===== src/rtl/gray_pkg.sv =====
// Shared definitions for the Gray-code conversion arbiter: direction codes,
// output-stage state encoding and the default code word width.
package gray_pkg;

    localparam int unsigned DEFAULT_WIDTH = 4;

    localparam logic DIR_B2G = 1'b0;
    localparam logic DIR_G2B = 1'b1;

    typedef enum logic {
        EMPTY = 1'b0,
        FULL  = 1'b1
    } out_state_t;

endpackage


===== src/rtl/gray_xcode.sv =====
// Combinational binary<->Gray transcoder; dir selects the direction.
module gray_xcode
    import gray_pkg::*;
#(
    parameter int unsigned WIDTH = DEFAULT_WIDTH
) (
    input  logic [WIDTH-1:0] din,
    input  logic             dir,
    output logic [WIDTH-1:0] dout
);

    logic [WIDTH-1:0] b2g;
    logic [WIDTH-1:0] g2b;

    assign b2g = din ^ (din >> 1);

    // Each binary bit is the XOR of all Gray bits at or above it, which avoids
    // a bit-to-bit dependency chain inside the block.
    always_comb begin
        g2b = '0;
        for (int unsigned i = 0; i < WIDTH; i++) begin
            g2b[i] = ^(din >> i);
        end
    end

    assign dout = (dir == DIR_G2B) ? g2b : b2g;

endmodule


===== src/rtl/gray_conv_arbiter.sv =====
// Two-requester round-robin arbiter feeding a shared Gray transcoder with a
// one-entry registered output stage and a consumed-result counter.
module gray_conv_arbiter
    import gray_pkg::*;
#(
    parameter int unsigned WIDTH = DEFAULT_WIDTH,
    parameter int unsigned CNT_W = 8
) (
    input  logic             clk,
    input  logic             rst_n,
    input  logic             req0_valid,
    output logic             req0_ready,
    input  logic [WIDTH-1:0] req0_data,
    input  logic             req0_dir,
    input  logic             req1_valid,
    output logic             req1_ready,
    input  logic [WIDTH-1:0] req1_data,
    input  logic             req1_dir,
    output logic             out_valid,
    input  logic             out_ready,
    output logic [WIDTH-1:0] out_data,
    output logic             out_id,
    output logic             out_dir,
    output logic [CNT_W-1:0] conv_count
);

    out_state_t       state;
    logic             last_grant;
    logic             accept_en;
    logic             win1;
    logic             accept;
    logic [WIDTH-1:0] mux_data;
    logic             mux_dir;
    logic [WIDTH-1:0] xc_data;

    assign out_valid = (state == FULL);
    assign accept_en = !out_valid || out_ready;

    // Requester 1 wins when alone, or on contention when requester 0 went last.
    assign win1   = req1_valid && (!req0_valid || !last_grant);
    assign accept = accept_en && (req0_valid || req1_valid);

    assign req0_ready = accept && !win1;
    assign req1_ready = accept && win1;

    assign mux_data = win1 ? req1_data : req0_data;
    assign mux_dir  = win1 ? req1_dir  : req0_dir;

    gray_xcode #(
        .WIDTH(WIDTH)
    ) u_xcode (
        .din (mux_data),
        .dir (mux_dir),
        .dout(xc_data)
    );

    always_ff @(posedge clk or negedge rst_n) begin
        if (!rst_n) begin
            state      <= EMPTY;
            out_data   <= '0;
            out_id     <= 1'b0;
            out_dir    <= 1'b0;
            conv_count <= '0;
            last_grant <= 1'b1;
        end else begin
            if (out_valid && out_ready) begin
                conv_count <= conv_count + CNT_W'(1);
            end
            if (accept) begin
                state      <= FULL;
                out_data   <= xc_data;
                out_id     <= win1;
                out_dir    <= mux_dir;
                last_grant <= win1;
            end else if (out_ready) begin
                state <= EMPTY;
            end
        end
    end

endmodule


===== config.mk =====
export PLATFORM = sky130hd
export DESIGN_NAME = gray_conv_arbiter
export DESIGN_NICKNAME = d
export VERILOG_FILES = /design/src/rtl/gray_pkg.sv /design/src/rtl/gray_xcode.sv /design/src/rtl/gray_conv_arbiter.sv
export SDC_FILE = /design/constraint.sdc
export NUM_CORES = 1
export LEC_CHECK = 0
export BUFFER_PORTS_ARGS = -buffer_cell sky130_fd_sc_hd__buf_2
export CELL_PAD_IN_SITES_DETAIL_PLACEMENT = 0
export CELL_PAD_IN_SITES_GLOBAL_PLACEMENT = 1
export CORE_MARGIN = 5
export CORE_UTILIZATION = 38
export CTS_BUF_LIST = sky130_fd_sc_hd__clkbuf_16
export CTS_CLUSTER_SIZE = 12
export DETAILED_ROUTE_END_ITERATION = 10
export GPL_TIMING_DRIVEN = 1
export PLACE_DENSITY = 0.92
export SETUP_SLACK_MARGIN = 0.1
export SYNTH_ARGS = -nofsm -noshare
export SYNTH_HDL_FRONTEND = slang
export SYNTH_SLANG_ARGS = --single-unit

===== constraint.sdc =====
create_clock -name clk -period 2.15 [get_ports clk]
set_input_delay 0.5375 -clock clk [delete_from_list [all_inputs] [get_ports clk]]
set_output_delay 0.5375 -clock clk [all_outputs]
set_load 0.03 [all_outputs]

==> results of run 1 <==
-- state kept, by name, summed over array words and instances, names as in the netlist --
register	count
out_data	4
last_grant	1
out_dir	1
out_id	1
conv_count	8
out_valid	1
-- layout make-up --
| class | instances | area (sq um) | area share (%) |
|---|---|---|---|
| multi-input combinational | 62 | 425 | 38.3 |
| sequential | 16 | 402 | 36.1 |
| timing repair buffer | 33 | 170 | 15.3 |
| tap | 28 | 35.0 | 3.15 |
| clock inverter | 1 | 3.75 | 0.338 |
| clock buffer | 3 | 75.1 | 6.76 |
-- report_power, final --
part | internal, mW | switching, mW | total (mW)
registers | 0.391 | 0.0813 | 0.473
clock network | 0.246 | 0.112 | 0.358
logic | 0.170 | 0.292 | 0.462
-- logic make-up (layout without fill, tap and decap cells) --
kind of cell,after synthesis,in the layout,share of synthesized area [%]
multiplexers,6,6,7.46
AND/OR/NAND/NOR,29,29,17.5
XOR/XNOR,15,15,15.7
adder cells (fa/ha/maj),1,1,1.49
flip-flops,16,16,47.9
AO/OA/AOI/OAI,11,11,8.66
buffers and inverters,2,37,1.34
-- layout by cell type, fill, tap and decap left out --
cell type,Yosys,layout
nand2b_4,1,1
a21oi_1,2,2
buf_4,1,2
xor2_1,5,5
nand4_1,1,1
o21ai_0,5,5
a31oi_1,1,1
mux2i_1,4,4
nand3_1,2,2
a21o_1,1,1
o31ai_2,1,1
and3_1,2,2
and2_1,1,1
nand2_1,13,13
a21boi_2,1,1
clkbuf_16,0,3
dfrtp_1,15,15
inv_1,0,1
and2b_2,1,1
dfstp_2,1,1
nand2b_1,1,1
ha_1,1,1
mux2_2,2,2
and2_2,1,1
xnor2_1,10,10
or2b_1,1,1
buf_2,0,31
nor2_1,5,5
-- metal layers --
metal  vias up  GRT usage, %  share of wire [%]
met2        26          18.3                 47
met4         0          7.95                2.7
met5         -             0                  0
met1       310          13.1                 40
met3         4          4.75                 10
li1        338             -                  -
-- worst max path at each step --
stage	slack, ns	end	startpoint	depth (start not counted)
3_3_place_gp	0.37	req0_ready	out_ready	5
5_1_grt	0.24	req0_ready	out_valid	4
4_1_cts	0.33	req0_ready	out_ready	5
3_5_place_dp	0.34	req0_ready	out_ready	5
2_1_floorplan	0.15	req0_ready	out_ready	4
6_report	0.33	req0_ready	out_ready	5
==> metrics.md, run 1 <==
| Metric | Value |
|---|---|
| DIE AREA | 3250 sq um |
| CP max stage delay | approximately 0.21 ns |
| Clock slew at reported path FFs | roughly 0.050 ns |
| Reg-to-Reg Start | last_grant |
| Post-Layout Cell Count | around 140 |
| Die width | 57.0 um |
| PnR Total Power | between 1 and 1.5 mW |
| Initial antenna violation count | 0 |
| I/O Buffers | 31 |
| Hold Vio Cnt, Final | 0 |
| Least-Margin Pin Slew | roughly 0.35 ns |
| Synth top area cells | dfrtp_1 45%, xnor2_1 10%, nand2_1 5.8% |
| Yosys top cell by area | dfrtp_1 |
| First-pass iteration count of the detailed router | 2 |
| Antenna Cells | 0 |
| Final core occ | ~52% |
| Crit path max-delay family | buffers and inverters |
| Nets | 132 |
| Final setup violation count | 0 |
| Flop-to-flop setup slack | 0.81 ns |
| DP Wirelength | 1350 um |
| Max clock buf depth | 2 |
| Hold-fix buffers, CTS | 0 |
| Min-delay worst type | in2async |
| Commonest cells post-synth | 15 x dfrtp_1, 13 x nand2_1, 10 x xnor2_1 |
| Remaining antenna violation count | 0 |
| Net Count, Synth | 96 |
| DRC | 0 |
| Power per cell area | around 1200 nW/um^2 |
| Final instance area | ~1100 sq um |
| Gr usage total | 11.7% |
| Clock sinks | 16 |
| Vias in the first global route | about 660 |
| Avg Inst Size Synth | ~10 sq um |
| DR vias | between 600 and 700 |
| Max_cap viols | 0 |
| Post-place setup slack | roughly 0.34 ns |
| Fin Clk Skew | between 0.001 and 0.0015 ns |
| H-tree level count | 1 |
| Post-synthesis async set-or-reset flop share | between 90% and 100% |
| Cts repair resizes | 0 |
| Worst VDD drop | a little under 0.6 mV |
| WS Path Type | in2out |
| Largest net degree at the start of global routing | 17 |
| First-pass GRT wire length | roughly 2900 um |
| Fin crit period | roughly 1.8 ns |
| Drt via density | around 4.7 |
| I/O pin count | 32 |
| Routed WL | ~1700 um |
| RSZ-0062 raised after global routing | false |
| Reg2reg path depth | 5 |
| Post-CTS setup buffers | 0 |
| R2R Path End | out_data[0] |
| Placed Cells | 139 |
| LEAKAGE | 0.557 nW |
| CP startpoint kind | input pin |
| Top FF cell, synth | dfrtp_1 |
| FP Rows | 17 |
| CTS Buf Count | 3 |
| CP Data Required Time | roughly 1.6 ns |
| DR WL/cell | approximately 12 um |
| Hold WS | between 0.15 and 0.2 ns |
| Sequential share of the synthesized area | between 40% and 50% |
| Die height | between 50 and 60 um |
| Post-synth EDFFs | 0 |
| Synth cell types | 26 |
| Cell at the root of the clock tree | clkbuf_16 |
| Synth Register Bits | 16 |
| DR iter-0 viols | 7 |
| Yosys warning count | 0 |
| Period utilization | a little over four fifths |
| Crit-path cells | buf_2, nand2b_1, o21ai_0, nor2_1, buf_2 |
| Placed cell area | between 1000 and 1500 sq um |
| Share of Yosys cell area claimed by the top area cell type | between 40% and 50% |
| Final worst slack | around 0.33 ns |
| Slew Viols, Final | 0 |
| Crit path DAT | roughly 1.3 ns |
| Global route overflow | 0 |
| Worst-path maximum fanout | 5 |
| Outcome | complete, no violations |
| Clk_lat worst skew | 0.24 ns |
| Cells after synthesis | 80 |
| Fraction of layout cells with a size suffix above 1 | 38.3% |
| Initial core utilization | between 30% and 40% |
| Critical Path Slowest Stage Cell | buf_2 |
| Max Freq | roughly 550 MHz |
| CP bufs+invs | 2 |
| Mapped cell area | between 800 and 900 sq um |
| Fin Setup TNS | 0 ns |
| Fillers | 220 |
| Placeable Area | between 2000 and 2500 sq um |
| RD Place Congestion | a little over 0.7 |
| Cell mode on critical path | buf_2 |
| Normalized max-slew margin | 76.8% |
| Layout area overhead | 32.5% |
| Element type at the critical path end | primary output |
| CTS tree | yes |
| Most frequent cell after synthesis | dfrtp_1 |
(Power assumes the default switching activity.)
==> run 2, diff against run 1 <==
--- a/config.mk
+++ b/config.mk
@@ -9,12 +9,12 @@
 export CELL_PAD_IN_SITES_DETAIL_PLACEMENT = 0
 export CELL_PAD_IN_SITES_GLOBAL_PLACEMENT = 1
 export CORE_MARGIN = 5
-export CORE_UTILIZATION = 38
+export CORE_UTILIZATION = 35
 export CTS_BUF_LIST = sky130_fd_sc_hd__clkbuf_16
 export CTS_CLUSTER_SIZE = 12
 export DETAILED_ROUTE_END_ITERATION = 10
 export GPL_TIMING_DRIVEN = 1
-export PLACE_DENSITY = 0.92
+export PLACE_DENSITY = 0.87
 export SETUP_SLACK_MARGIN = 0.1
 export SYNTH_ARGS = -nofsm -noshare
 export SYNTH_HDL_FRONTEND = slang
==> constraint.sdc (replaced) <==
create_clock -name clk -period 1.75 [get_ports clk]
set_input_delay 0.4375 -clock clk [delete_from_list [all_inputs] [get_ports clk]]
set_output_delay 0.4375 -clock clk [all_outputs]
set_load 0.03 [all_outputs]
==> metrics.md, run 2 (synthesis gave the netlist of run 1 again) <==
| Metric | Value |
|---|---|
| Outcome | complete, no violations |
| CTS Buf Count | 3 (unchanged) |
| DRC | 0 (unchanged) |
| Gr usage total | 11.5% (-0.26 points) |
| First-pass GRT wire length | 3030 um (+5.3%) |
| CP startpoint kind | register |
| Global route overflow | 0 (unchanged) |
| I/O Buffers | 31 (unchanged) |
| Initial antenna violation count | 0 (unchanged) |
| Crit-path cells | a21boi_2, buf_6, nor2_4, buf_6 |
| Hold Vio Cnt, Final | 0 (unchanged) |
| Nets | 134 (+1.5%) |
| Min-delay worst type | in2async |
| Remaining antenna violation count | 0 (unchanged) |
| Cell mode on critical path | buf_6 |
| Flop pwr share | 36.1% (-0.5 points) |
| Fin crit period | between 1.5 and 2 ns |
| Cell at the root of the clock tree | clkbuf_16 |
| Least-Margin Pin Slew | 0.337 ns (-0.0101 ns) |
| DP Wirelength | 1350 um (-0.40%) |
| FP Rows | 17 (unchanged) |
| Switching share of total power | 37.6% (+0.10 points) |
| CP bufs+invs | 2 (unchanged) |
| Crit path max-delay family | flip-flops |
| Drt via density | 4.72 (-0.36%) |
| LEAKAGE | 0.577 nW (+3.7%) |
| CP Data Required Time | 1.31 ns (-0.30 ns) |
| Normalized max-slew margin | 77.5% (+0.67 points) |
| Layout area overhead | 38.7% |
| Max Freq | 621 MHz |
| Crit path DAT | 1.17 ns (-0.11 ns) |
| Antenna Cells | 0 (unchanged) |
| Commonest cells after routing, fill and taps aside | 29 x buf_2, 14 x dfrtp_1, 13 x nand2_1 |
| I/O pin count | 32 (unchanged) |
| Hold-fix buffers, CTS | 0 (unchanged) |
| Max clock buf depth | 2 (unchanged) |
| CP max stage delay | 0.53 ns (+0.32 ns) |
| DR vias | 685 (+1.0%) |
| Final core occ | 51.6% (-0.16 points) |
| Placeable Area | 2250 sq um (+5.0%) |
| Die width | 58.9 um (+3.5%) |
| Fin Setup TNS | 0 ns (unchanged) |
| Clk_lat worst skew | 0.24 ns (about the same) |
| Clock sinks | 16 (unchanged) |
| DR WL/cell | 12.1 um (+4.0%) |
| CTS tree | yes |
| Critical Path Slowest Stage Cell | dfstp_2 |
| Routed WL | 1750 um (+5.5%) |
| Largest net degree at the start of global routing | 17 (unchanged) |
| Comb pwr share | 37.1% (+1.4 points) |
| DR iter-0 viols | 14 (+7) |
| Max_cap viols | 0 (unchanged) |
| Final setup violation count | 0 (unchanged) |
| Internal | 1.01 mW (+25%) |
| H-tree level count | 1 (unchanged) |
| RSZ-0062 raised after global routing | true |
| Fin Clk Skew | 0.00357 ns (+0.00218 ns) |
| Power per cell area | 1400 nW/um^2 (+20%) |
| Period utilization | about nine tenths |
| Slew Viols, Final | 0 (unchanged) |
| First-pass iteration count of the detailed router | 4 (+2) |
| RD Place Congestion | 0.735 (+0.89%) |
| WS Path Type | reg2out |
| Switching power | 0.610 mW (+26%) |
| Clock Power Share | 26.8% (-0.9 points) |
| Die height | 58.9 um (+3.5%) |
| Clock slew at reported path FFs | 0.05 ns (about the same) |
| Initial core utilization | 37.2% (-1.8 points) |
| Worst-path maximum fanout | 3 (-2) |
| Worst VDD drop | 0.826 mV (+41%) |
| Commonest non-fill, non-tap cell in the layout | buf_2 |
| Max reg flops | 8 (unchanged) |
| Regs by FF count | conv_count: 8 flops, out_data: 4 flops |
| Element type at the critical path end | primary output |
| Hold WS | 0.0907 ns (-0.103 ns) |
| DIE AREA | 3470 sq um (+7.0%) |
| Vias in the first global route | 705 (+6.2%) |
| Fraction of layout cells with a size suffix above 1 | 42.7% (+4.5 points) |
| PnR Total Power | 1.62 mW (+26%) |
| Biggest register | conv_count |
## run 2: cell count changes in the layout (fill, tap and decap cells not counted)
cell      change
buf_6         +3
buf_2         -2
buf_4         +1
dfrtp_1       -1
dfrtp_2       +1
nand2b_1      -1
nand2b_4      +1
nor2_1        -1
nor2_4        +1
o21ai_0       -1
o21ai_2       +1
## run 2: stage by stage
step           cells  setup slack (ns)  instance area, sq um
6_report         145             0.140                  1160
5_1_grt          145            0.0907                  1160
4_1_cts          145             0.113                  1150
3_5_place_dp     139            0.0796                  1040
3_3_place_gp     139            0.0791                  1040
2_1_floorplan     80             0.124                   848
## run 2: layout make-up
| class | instances | area (sq um) |
|---|---|---|
| clock buffers | 3 | 75.1 |
| clock inverters | 1 | 3.75 |
| fillers | 233 | 1090 |
| multi-input cells | 62 | 444 |
| flip-flops and latches | 16 | 403 |
| well taps | 28 | 35.0 |
| repair buffers | 35 | 201 |
## run 2: final timing paths
path / startpoint / endpoint / slack, ns / cells past startpoint
max: last_grant / req0_ready / 0.14 / 4
max in group asynchronous: rst_n / last_grant / 1.36 / 1
min in group clk: req1_valid / out_valid / 0.44 / 3
max reg2reg: last_grant / out_data[0] / 0.33 / 6
min reg2reg: out_id / out_id / 0.46 / 1
min: rst_n / conv_count[6] / 0.09 / 1
## run 2: what timing repair did
action,4_1_cts,5_1_grt
buffers inserted,2,0
resized for setup,5,4
endpoints found under the setup margin,1,2
hold endpoints to repair,0,0
## run 2: power groups by stage
stage	logic (mW)	clock network, mW	registers [mW]
after floorplan	0.210	0	0.773
after global placement	0.574	0	0.582
after detailed placement	0.580	0	0.589
after CTS	0.604	0.449	0.585
after global routing	0.653	0.472	0.602
final	0.602	0.435	0.585
## run 2: metal layers
metal  share of wire, %  global-route usage (%)
met3                9.5                    3.51
met2                 45                    18.8
met1                 44                    13.5
met5                  0                       0
met4                1.2                    5.83
